`src/rtl/pet_pkg.sv`:
```
// Shared definitions for the pet need engine: the mode encoding and the
// seven-segment decode used for the displayed need level.
package pet_pkg;

    typedef enum logic [1:0] {
        MODE_NORMAL   = 2'd0,
        MODE_TEST     = 2'd1,
        MODE_CRITICAL = 2'd2
    } mode_e;

    localparam logic [6:0] SEG_BLANK = 7'h00;
    localparam logic [6:0] SEG_FULL  = 7'h77;

    // Active-high gfedcba pattern; 10 shows as 'A' so a full need fits one digit.
    function automatic logic [6:0] seg_decode(input logic [7:0] value);
        logic [6:0] seg;
        case (value)
            8'd0:    seg = 7'h3F;
            8'd1:    seg = 7'h06;
            8'd2:    seg = 7'h5B;
            8'd3:    seg = 7'h4F;
            8'd4:    seg = 7'h66;
            8'd5:    seg = 7'h6D;
            8'd6:    seg = 7'h7D;
            8'd7:    seg = 7'h07;
            8'd8:    seg = 7'h7F;
            8'd9:    seg = 7'h6F;
            8'd10:   seg = SEG_FULL;
            default: seg = SEG_BLANK;
        endcase
        return seg;
    endfunction

endpackage

```
`src/rtl/pet_need_channel.sv`:
```
// One need channel: saturating level, decay timer and care-button hold counter.
// Care events take precedence over decay on the same tick.
module pet_need_channel
    import pet_pkg::*;
#(
    parameter int unsigned LVL_W      = 4,
    parameter int unsigned MAX_LEVEL  = 10,
    parameter int unsigned INIT_LEVEL = 8,
    parameter int unsigned HOLD_TICKS = 6,
    parameter logic [7:0]  DECAY_PER  = 8'd8
) (
    input  logic             clk,
    input  logic             rst_n,
    input  logic             srst_i,
    input  logic             tick_i,
    input  mode_e            mode_i,
    input  logic             care_i,
    input  logic             win_i,
    output logic [LVL_W-1:0] level_o
);

    localparam int unsigned HOLD_W = (HOLD_TICKS > 1) ? $clog2(HOLD_TICKS + 1) : 1;

    logic [LVL_W-1:0]  level_q, level_d;
    logic [7:0]        timer_q, timer_d;
    logic [HOLD_W-1:0] hold_q, hold_d;
    logic              care_evt_s;

    // Hold counter: only the arbitration winner accumulates; anyone else clears.
    always_comb begin
        hold_d     = hold_q;
        care_evt_s = 1'b0;
        if (!win_i) begin
            hold_d = '0;
        end else if (tick_i) begin
            if (hold_q == HOLD_W'(HOLD_TICKS - 1)) begin
                care_evt_s = 1'b1;
                hold_d     = '0;
            end else begin
                hold_d = hold_q + HOLD_W'(1);
            end
        end else begin
            hold_d = hold_q;
        end
    end

    // Level and decay timer update; TEST mode toggles between 1 and full.
    always_comb begin
        level_d = level_q;
        timer_d = timer_q;
        if (care_evt_s) begin
            if (mode_i == MODE_TEST) begin
                level_d = (level_q == LVL_W'(1)) ? LVL_W'(MAX_LEVEL) : LVL_W'(1);
            end else begin
                level_d = (level_q >= LVL_W'(MAX_LEVEL)) ? LVL_W'(MAX_LEVEL)
                                                         : level_q + LVL_W'(1);
                timer_d = 8'd0;
            end
        end else if (tick_i && (mode_i != MODE_TEST) && !care_i) begin
            if (timer_q == DECAY_PER - 8'd1) begin
                level_d = (level_q == LVL_W'(0)) ? LVL_W'(0) : level_q - LVL_W'(1);
                timer_d = 8'd0;
            end else begin
                timer_d = timer_q + 8'd1;
            end
        end else begin
            level_d = level_q;
            timer_d = timer_q;
        end
    end

    // Channel state registers.
    always_ff @(posedge clk or negedge rst_n) begin
        if (!rst_n) begin
            level_q <= LVL_W'(INIT_LEVEL);
            timer_q <= 8'd0;
            hold_q  <= '0;
        end else if (srst_i) begin
            level_q <= LVL_W'(INIT_LEVEL);
            timer_q <= 8'd0;
            hold_q  <= '0;
        end else begin
            level_q <= level_d;
            timer_q <= timer_d;
            hold_q  <= hold_d;
        end
    end

    assign level_o = level_q;

endmodule

```
`src/rtl/pet_need_engine.sv`:
```
// Virtual-pet need engine: game-tick prescaler, care-button arbitration,
// NUM_NEEDS decaying need channels, mode FSM and registered level display.
module pet_need_engine
    import pet_pkg::*;
#(
    parameter int unsigned NUM_NEEDS  = 4,
    parameter int unsigned LVL_W      = 4,
    parameter int unsigned MAX_LEVEL  = 10,
    parameter int unsigned INIT_LEVEL = 8,
    parameter int unsigned HAPPY_THR  = 5,
    parameter int unsigned TICK_DIV   = 7500000,
    parameter int unsigned HOLD_TICKS = 6,
    parameter logic [NUM_NEEDS*8-1:0] DECAY_PER = {8'd8, 8'd10, 8'd15, 8'd20},
    localparam int unsigned SEL_W = (NUM_NEEDS > 1) ? $clog2(NUM_NEEDS) : 1
) (
    input  logic                       clk,
    input  logic                       rst_n,
    input  logic [NUM_NEEDS-1:0]       btn_care,
    input  logic                       btn_test,
    input  logic                       btn_soft_reset,
    output logic [NUM_NEEDS*LVL_W-1:0] levels,
    output logic [SEL_W-1:0]           sel_idx,
    output logic                       sel_happy,
    output logic [6:0]                 seg_display,
    output logic [1:0]                 mode
);

    localparam int unsigned PRE_W      = (TICK_DIV > 1) ? $clog2(TICK_DIV) : 1;
    localparam logic        INIT_HAPPY = (INIT_LEVEL >= HAPPY_THR) ? 1'b1 : 1'b0;

    logic [PRE_W-1:0]     presc_q, presc_d;
    logic                 tick_s;
    logic [NUM_NEEDS-1:0] care_prev_q;
    logic                 test_prev_q;
    logic                 test_rise_s;
    logic                 care_rise_s;
    logic [NUM_NEEDS-1:0] win_vec_s;
    logic [SEL_W-1:0]     win_idx_s;
    logic [LVL_W-1:0]     level_s [NUM_NEEDS];
    logic [LVL_W-1:0]     sel_level_s;
    logic                 any_zero_s;
    mode_e                mode_q, mode_d;
    logic [SEL_W-1:0]     sel_idx_q;
    logic [6:0]           seg_q;
    logic                 happy_q;

    assign tick_s  = (presc_q == PRE_W'(TICK_DIV - 1));
    assign presc_d = tick_s ? '0 : presc_q + PRE_W'(1);

    // Game-tick prescaler.
    always_ff @(posedge clk or negedge rst_n) begin
        if (!rst_n) begin
            presc_q <= '0;
        end else if (btn_soft_reset) begin
            presc_q <= '0;
        end else begin
            presc_q <= presc_d;
        end
    end

    // Input history for edge detection; a game restart does not re-arm it.
    always_ff @(posedge clk or negedge rst_n) begin
        if (!rst_n) begin
            care_prev_q <= '0;
            test_prev_q <= 1'b0;
        end else begin
            care_prev_q <= btn_care;
            test_prev_q <= btn_test;
        end
    end

    assign test_rise_s = btn_test & ~test_prev_q;
    assign care_rise_s = |(btn_care & ~care_prev_q);
    // Two's-complement trick isolates the lowest asserted button.
    assign win_vec_s   = btn_care & (~btn_care + NUM_NEEDS'(1));

    // Encode the one-hot winner into an index.
    always_comb begin
        win_idx_s = '0;
        for (int i = 0; i < int'(NUM_NEEDS); i++) begin
            win_idx_s = win_idx_s | (SEL_W'(i) & {SEL_W{win_vec_s[i]}});
        end
    end

    for (genvar g = 0; g < NUM_NEEDS; g++) begin : g_ch
        pet_need_channel #(
            .LVL_W      (LVL_W),
            .MAX_LEVEL  (MAX_LEVEL),
            .INIT_LEVEL (INIT_LEVEL),
            .HOLD_TICKS (HOLD_TICKS),
            .DECAY_PER  (DECAY_PER[g*8 +: 8])
        ) u_ch (
            .clk     (clk),
            .rst_n   (rst_n),
            .srst_i  (btn_soft_reset),
            .tick_i  (tick_s),
            .mode_i  (mode_q),
            .care_i  (btn_care[g]),
            .win_i   (win_vec_s[g]),
            .level_o (level_s[g])
        );
        assign levels[g*LVL_W +: LVL_W] = level_s[g];
    end

    // Flag any starving need for the CRITICAL transitions.
    always_comb begin
        any_zero_s = 1'b0;
        for (int i = 0; i < int'(NUM_NEEDS); i++) begin
            any_zero_s = any_zero_s | (level_s[i] == LVL_W'(0));
        end
    end

    // Mode next-state logic.
    always_comb begin
        mode_d = mode_q;
        case (mode_q)
            MODE_NORMAL: begin
                if (test_rise_s) begin
                    mode_d = MODE_TEST;
                end else if (any_zero_s) begin
                    mode_d = MODE_CRITICAL;
                end else begin
                    mode_d = MODE_NORMAL;
                end
            end
            MODE_TEST: begin
                if (test_rise_s) begin
                    mode_d = MODE_NORMAL;
                end else begin
                    mode_d = MODE_TEST;
                end
            end
            MODE_CRITICAL: begin
                if (test_rise_s) begin
                    mode_d = MODE_TEST;
                end else if (!any_zero_s) begin
                    mode_d = MODE_NORMAL;
                end else begin
                    mode_d = MODE_CRITICAL;
                end
            end
            default: mode_d = MODE_NORMAL;
        endcase
    end

    // Mode state register.
    always_ff @(posedge clk or negedge rst_n) begin
        if (!rst_n) begin
            mode_q <= MODE_NORMAL;
        end else if (btn_soft_reset) begin
            mode_q <= MODE_NORMAL;
        end else begin
            mode_q <= mode_d;
        end
    end

    assign sel_level_s = level_s[sel_idx_q];

    // Display registers trail the level registers by one clock.
    always_ff @(posedge clk or negedge rst_n) begin
        if (!rst_n) begin
            sel_idx_q <= '0;
            seg_q     <= SEG_BLANK;
            happy_q   <= INIT_HAPPY;
        end else if (btn_soft_reset) begin
            sel_idx_q <= '0;
            seg_q     <= SEG_BLANK;
            happy_q   <= INIT_HAPPY;
        end else begin
            sel_idx_q <= care_rise_s ? win_idx_s : sel_idx_q;
            seg_q     <= seg_decode(8'(sel_level_s));
            happy_q   <= (sel_level_s >= LVL_W'(HAPPY_THR));
        end
    end

    assign sel_idx     = sel_idx_q;
    assign seg_display = seg_q;
    assign sel_happy   = happy_q;
    assign mode        = mode_q;

endmodule
```
`config.mk`:
```
export PLATFORM = sky130hd
export DESIGN_NAME = pet_need_engine
export DESIGN_NICKNAME = d
export VERILOG_FILES = /design/src/rtl/pet_pkg.sv /design/src/rtl/pet_need_channel.sv /design/src/rtl/pet_need_engine.sv
export SDC_FILE = /design/constraint.sdc
export NUM_CORES = 1
export LEC_CHECK = 0
export CAP_MARGIN = 20
export CORE_MARGIN = 3
export CORE_UTILIZATION = 54
export CTS_CLUSTER_DIAMETER = 80
export DETAILED_ROUTE_END_ITERATION = 12
export GPL_TIMING_DRIVEN = 0
export PLACE_DENSITY_LB_ADDON = 0.05
export SLEW_MARGIN = 20
export SYNTH_ARGS = -nofsm -noshare
export SYNTH_HDL_FRONTEND = slang
export SYNTH_SLANG_ARGS = --single-unit
```
`constraint.sdc`:
```
create_clock -name clk -period 3.4 [get_ports clk]
set_clock_uncertainty 0.15 [all_clocks]
set_input_delay 0.51 -clock clk [delete_from_list [all_inputs] [get_ports clk]]
set_output_delay 0.51 -clock clk [all_outputs]
set_load 0.03 [all_outputs]
```
==> After elaboration in Yosys (flattened, before gate mapping) <==
Memory sizes are Yosys's and may differ from the RTL's.
Index checks and enable logic that the tools add are counted.
W data, S select, Z words.
{ "op_classes": {"n_reduce_logical": 33, "n_addsub": 18, "n_lt_le_gt_ge": 6, "bitwise_logic": 12, "n_eq_ne": 24, "n_mux": 91} }
{ "op_table": {"columns": ["operator", "count"], "rows": [
  ["$mux W4", 34],
  ["$mux W8", 17],
  ["$mux W3", 16],
  ["$mux W23", 2],
  ["$add A8 B1 Y8 const B", 4],
  ["$reduce_bool A3 Y1", 8],
  ["$add A23 B1 Y23 const B", 1],
  ["$eq A23 B23 Y1 const B", 1],
  ["$add A4 B1 Y4 const B", 5],
  ["$eq A4 B1 Y1 const B", 4],
  ["$eq A8 B4 Y1 const B", 2],
  ["$ge A4 B4 Y1 const B", 4],
  ["$logic_not A4 Y1", 4],
  ["$reduce_and A2 Y1", 8],
  ["$sub A4 B1 Y4 const B", 4],
  ["$mux W1", 14],
  ["$add A3 B1 Y3 const B", 4],
  ["$eq A3 B3 Y1 const B", 4],
  ["$ne A3 B2 Y1 const B", 4],
  ["$ne A3 B3 Y1 const B", 4],
  ["$mux W2", 5],
  ["$and A4 B4 Y4", 2],
  ["$bmux W4 S2", 1],
  ["$eq A8 B3 Y1 const B", 1],
  ["other kinds (21)", 31]
]} }
{ "totals": {"output_inout_bits": 28, "n_memories": 1, "romBits": 112, "input_bits": 8, "reg_bits": 100} }
{ "mem_list": {"columns": ["memory", "words", "width", "rd", "rd_clocked_by_memory_dff", "write_ports", "line", "source"], "rows": [
  ["(name not given)", 16, 7, 1, 0, 0, "pet_pkg.sv:17", "case (value)"]
]} }

==> Longest topological paths before layout <==
{ "depth": {"ltp_word": 8, "depth_mapped": 7, "mapped_depth_nobuf": 7} }

==> Cells and area by module <==
Synthesis repeated with hierarchy kept, for this count alone.
{ "hier_totals": {"hier_cells": 683, "hier_area_um2": 6511.2} }
{ "modules_own_cells": {"columns": ["module", "cells_per_inst", "n_inst", "area_each_um2", "seq_area_each_um2"], "rows": [
  ["pet_need_engine", 221, 1, 2125.8, 1002.2],
  ["pet_need_channel at g_ch[0].u_ch", 123, 1, 1162.4, 376.6],
  ["pet_need_channel at g_ch[2].u_ch", 116, 1, 1099.8, 376.6],
  ["pet_need_channel at g_ch[3].u_ch", 110, 1, 1076.0, 376.6],
  ["pet_need_channel at g_ch[1].u_ch", 113, 1, 1047.3, 376.6]
]} }

==> Worst setup path after synthesis <==
Ideal clock, no wire load.
{ "synth_path": {"path_kind": "input-to-reg", "from": "input port btn_care[0]", "to": "register g_ch[3].u_ch.level_q[2]", "path_stages": 6, "arrival_ns": 2.344, "setup_ns": 0.083, "setup_slack_ns": 0.823, "cell_sequence": "clkbuf_1 > or4b_1 > nor4_4 > nand2_1 > or4_1 > o21ai_0"} }
{ "synth_between": {"elab_chain_len": 6, "elab_cells_between_ends": 9} }
{ "synth_lines": {"columns": ["element", "line", "source"], "rows": [
  ["start, declared", "pet_need_engine.sv:18", "input logic [NUM_NEEDS-1:0] btn_care,"],
  ["$not A4 Y4 (*)", "pet_need_engine.sv:75", "assign win_vec_s = btn_care & (~btn_care + NUM_NEEDS'(1));"],
  ["$add A4 B1 Y4 (*)", "pet_need_engine.sv:75", null],
  ["$and A4 B4 Y4 (*)", "pet_need_engine.sv:75", null],
  ["$mux W1 (*)", "pet_need_channel.sv:33", "if (!win_i) begin"],
  ["$reduce_bool A3 Y1 (no line) / $mux W4 (equally long branches)", null, null],
  ["$reduce_and A2 Y1 (no line) / $mux W4 (equally long branches)", null, null],
  ["end signal, assigned", "pet_need_channel.sv:75", "level_q <= LVL_W'(INIT_LEVEL);"],
  ["end signal, assigned", "pet_need_channel.sv:79", "level_q <= LVL_W'(INIT_LEVEL);"],
  ["end signal, assigned", "pet_need_channel.sv:83", "level_q <= level_d;"],
  ["end, declared", "pet_need_channel.sv:24", "logic [LVL_W-1:0] level_q, level_d;"]
]} }
Every way passes the cells marked *; elsewhere a longest branch is shown, timed or not.
A chain may end at the register's enable or synchronous reset.

==> Final worst setup path <==
{ "layout_path": {"from": "input port btn_care[0]", "to": "register g_ch[0].u_ch.level_q[3]"} }
{ "layout_between": {"elab_chain_len": 6, "elab_cells_between_ends": 11} }
{ "layout_lines": {"columns": ["element", "line"], "rows": [
  ["$not A4 Y4", "pet_need_engine.sv:75"],
  ["$add A4 B1 Y4", "pet_need_engine.sv:75"],
  ["$and A4 B4 Y4", "pet_need_engine.sv:75"],
  ["$mux W1", "pet_need_channel.sv:33"],
  ["$reduce_bool A3 Y1 (no line) / $mux W4 (equally long branches)", null],
  ["$reduce_and A2 Y1 (no line) / $mux W4 (equally long branches)", null],
  ["end signal, assigned", "pet_need_channel.sv:75"],
  ["end signal, assigned", "pet_need_channel.sv:79"],
  ["end signal, assigned", "pet_need_channel.sv:83"],
  ["end, declared", "pet_need_channel.sv:24"]
]} }
Several ways; a longest one is shown, not always the timed one.

==> results.sh <==
export IMPL_run_status="complete, no violations"
export IMPL_fp_dieArea_sq_mm=0.0128
export IMPL_ff2ff_path_depth=7
export IMPL_io_pins=36
export IMPL_diodes=0
export IMPL_syn_nets=719
export IMPL_initial_core_util=0.564
export IMPL_grt_total_usage=0.257
export IMPL_cts_root_buf="clkbuf_16"
export IMPL_reg2reg_slack_ns=0.40
export IMPL_wl_per_cell_um=18.4
export IMPL_critPathKind="input port to flip-flop"
export IMPL_synthFlopType="dfrtp_1"
export IMPL_place_hpwl_um=11400
export IMPL_drive_above_1_share=0.0803
export IMPL_ys_seq_area_frac=0.404
export IMPL_path_clk_slew_ns=0.07
export IMPL_cp_start_kind="input port"
export IMPL_clock_sinks=100
export IMPL_period_share=0.930
export IMPL_via_per_inst=6.31
export IMPL_grt_setup_unrepaired="no"
export IMPL_grt_remaining_overflow=0
export IMPL_nNetsFinal=766
export IMPL_crit_arrival_ns=3.27
export IMPL_synth_xor_area_frac=0.0366
export IMPL_yosys_warnings=0
export IMPL_peakVddDrop_v=0.000288
export IMPL_grt_pass1_vias=5254
export IMPL_busiest_layer="met2"
export IMPL_combPwrFrac=0.067
export IMPL_cts_buffers=9
export IMPL_post_cts_resize_count=0
export IMPL_cts_tree="yes"
export IMPL_min_to="g_ch[0].u_ch.timer_q[0]"
export IMPL_routed_wl_um=16100
export IMPL_rows=38
export IMPL_rr_startpoint="presc_q[0]"
export IMPL_met2_usage=0.396
export IMPL_portBuffers=34
export IMPL_antenna_left=0
export IMPL_synth_top_family_by_area="simple AND/OR/NAND/NOR gates"
export IMPL_p_sw_uw=585
export IMPL_gp_congestion=0.891
export IMPL_swShare=0.239
export IMPL_fp_dieH_um=113
export IMPL_avgSynthCellArea_sq_um=9.10
export IMPL_hold_viol=0
export IMPL_yosys_area_share_simple=0.252
export IMPL_yosys_area_share_adder=0.0563
export IMPL_area_growth_pct=14.0
export IMPL_final_util=0.643
export IMPL_cts_max_level=3
export IMPL_min_path_cells=1
export IMPL_min_path_type="flip-flop to flip-flop"
export IMPL_grt_first_pass_wirelength_um=26500
export IMPL_first_iter_violations=628
export IMPL_synth_distinct_cells=70
export IMPL_maxCapViolations=0
export IMPL_clk_insertion_delay_late_ns=0.35
export IMPL_drc=0
export IMPL_required_ns=3.51
export IMPL_p_leak_nw=2.96
export IMPL_p_int_mw=1.87
export IMPL_finalMaxSlewViolations=0
export IMPL_nFillCells=933
export IMPL_clock_fmax_ghz=0.316
export IMPL_startpoint="btn_care[0]"
export IMPL_antenna_found_initial=0
export IMPL_synth_compound_area_share=0.182
export IMPL_synth_mux_area_frac=0.0330
export IMPL_synthArstFlopShare=1.00
export IMPL_hold_start="g_ch[0].u_ch.timer_q[0]"
export IMPL_grtUsageMet1=0.358
export IMPL_timing_hold_ws_ns=0.362
export IMPL_cp_max_fo=10
export IMPL_end_kind="flip-flop"
export IMPL_grtUsageMet3=0.0412
export IMPL_worst_pin_slew_ns=0.887
export IMPL_fp_dieW_um=113
export IMPL_grt_max_degree=69
export IMPL_finalSetupViolCount=0
export IMPL_power_density_mw_per_mm2=346
export IMPL_netlist_instances=683
export IMPL_synth_edf_count=0
export IMPL_seq_power_share=0.496
export IMPL_clockBufferDepth=2
export IMPL_period_needed_ns=3.16
export IMPL_core_area_sq_mm=0.0110
export IMPL_r2r_end="g_ch[3].u_ch.timer_q[7]"
export IMPL_vias=5517
export IMPL_drt_pass1_iterations=5
export IMPL_synth_seq_cells=100
export IMPL_maxSlewHeadroom=0.403
export IMPL_pwr_share_clk=0.437
export IMPL_syn_area_sq_mm=0.00622
## worst max path at each step
stage / depth (start not counted) / endpoint
after CTS: 6 / g_ch[2].u_ch.timer_q[0]
after detailed placement: 7 / g_ch[0].u_ch.level_o[3]
after floorplan: 6 / g_ch[3].u_ch.level_o[2]
after global routing: 7 / g_ch[0].u_ch.level_o[1]
after global placement: 1 / g_ch[0].u_ch.hold_q[1]
final: 7 / g_ch[0].u_ch.level_o[3]
## synth_stat cells (4+ instances only)
cell type,instances,share of area
mux2i_1,7,0.011
mux4_2,4,0.014
nor2b_1,6,0.0060
or3_1,14,0.014
clkbuf_1,23,0.014
dfrtp_1,95,0.38
a31oi_1,8,0.0081
dfstp_2,5,0.021
o32ai_1,5,0.0070
nor4_1,5,0.0050
or2_2,5,0.0050
a21o_1,13,0.016
and3_1,15,0.015
a21oi_1,50,0.040
and4_1,7,0.0099
or4_1,5,0.0060
or3b_2,5,0.0070
nor3_1,13,0.010
o211ai_1,7,0.0085
o21ai_0,36,0.029
nor2_1,63,0.038
ha_1,28,0.056
xor2_1,14,0.020
o31ai_1,11,0.013
nand2_1,48,0.029
inv_1,30,0.018
and2_1,9,0.0091
xnor2_1,12,0.017
nand3_1,44,0.035
nand4_1,10,0.010
buf_2,4,0.0032
a211oi_1,10,0.012
nand2b_1,4,0.0040
mux2_2,4,0.0072
## power by group through the flow
stage               logic (mW)  clock network [mW]  registers [mW]
finish                   0.163                1.07            1.22
global route             0.180                1.14            1.22
CTS                      0.165                1.10            1.22
detailed placement       0.163                   0            1.24
global placement         0.156                   0            1.24
floorplan               0.0670                   0            1.25
## critical path, cell delays in order
cell and delay [ns]:
clkdlybuf4s50_1 0.50, clkbuf_1 0.39, nand4b_1 0.27, nor4_1 0.73, nand2_1 0.41, a21o_1 0.25, o21ai_0 0.19
## sequential cells by signal, indices dropped and copies added, names as in the netlist
| name | count |
|---|---|
| g_ch.u_ch.timer_q | 32 |
| presc_q | 23 |
| g_ch.u_ch.level_o | 16 |
| g_ch.u_ch.hold_q | 12 |
| seg_display | 7 |
| care_prev_q | 4 |
| mode | 2 |
| sel_idx | 2 |
| sel_happy | 1 |
| test_prev_q | 1 |
## logic make-up after synthesis
family / Yosys count
AOI/OAI and AO/OA: 173
xor gates and xnor gates: 26
adders and majority gates: 28
buffers and inverters: 59
DFF: 100
muxes: 15
and+or+nand+nor: 282
## what timing repair did
item,in CTS,in global routing
buffers inserted,0,0
hold buffers,1,0
setup endpoints to repair,0,0
endpoints found under the hold margin,27,0
## cell type report
| type | count | area, sq um | share of cell area |
|---|---|---|---|
| tap | 140 | 175 | 0.0247 |
| sequential | 100 | 2510 | 0.354 |
| inverter | 30 | 113 | 0.0159 |
| timing repair buffer | 36 | 379 | 0.0535 |
| buffer | 29 | 114 | 0.0161 |
| clock inverter | 5 | 60.1 | 0.00847 |
| clock buffer | 11 | 253 | 0.0356 |
| multi-input combinational | 524 | 3490 | 0.492 |
## layer usage
metal / wire (um) / share of wire / up-vias
met5: 0 / 0 / -
met4: 549 / 0.034 / 0
met3: 968 / 0.060 / 43
met2: 7180 / 0.45 / 187
met1: 7400 / 0.46 / 2680
li1: - / - / 2607
## layout by cell type (no fill, tap or decap), drive strengths merged, types with 15 or more instances in the layout
master         synthesis  routed
nor2                  63      63
a21oi                 50      50
nand2                 48      48
inv                   30      30
o21ai                 36      36
clkdlybuf4s50          0      33
dfrtp                 95      95
clkbuf                23      34
ha                    28      28
nand3                 45      45
nor3                  15      15
and3                  15      15
## through the flow
step	instance area [sq um]	setup TNS [ns]	power, mW	std cells	setup WS (ns)
detailed placement	6760	-0.200	1.40	858	-0.0887
finish	7090	0	2.45	875	0.236
CTS	7080	0	2.48	875	0.227
global route	7090	0	2.54	875	0.0238
floorplan	6220	0	1.32	683	0.823
global placement	6730	-210.02	1.39	857	-2.16
(Power assumes the default switching activity.)
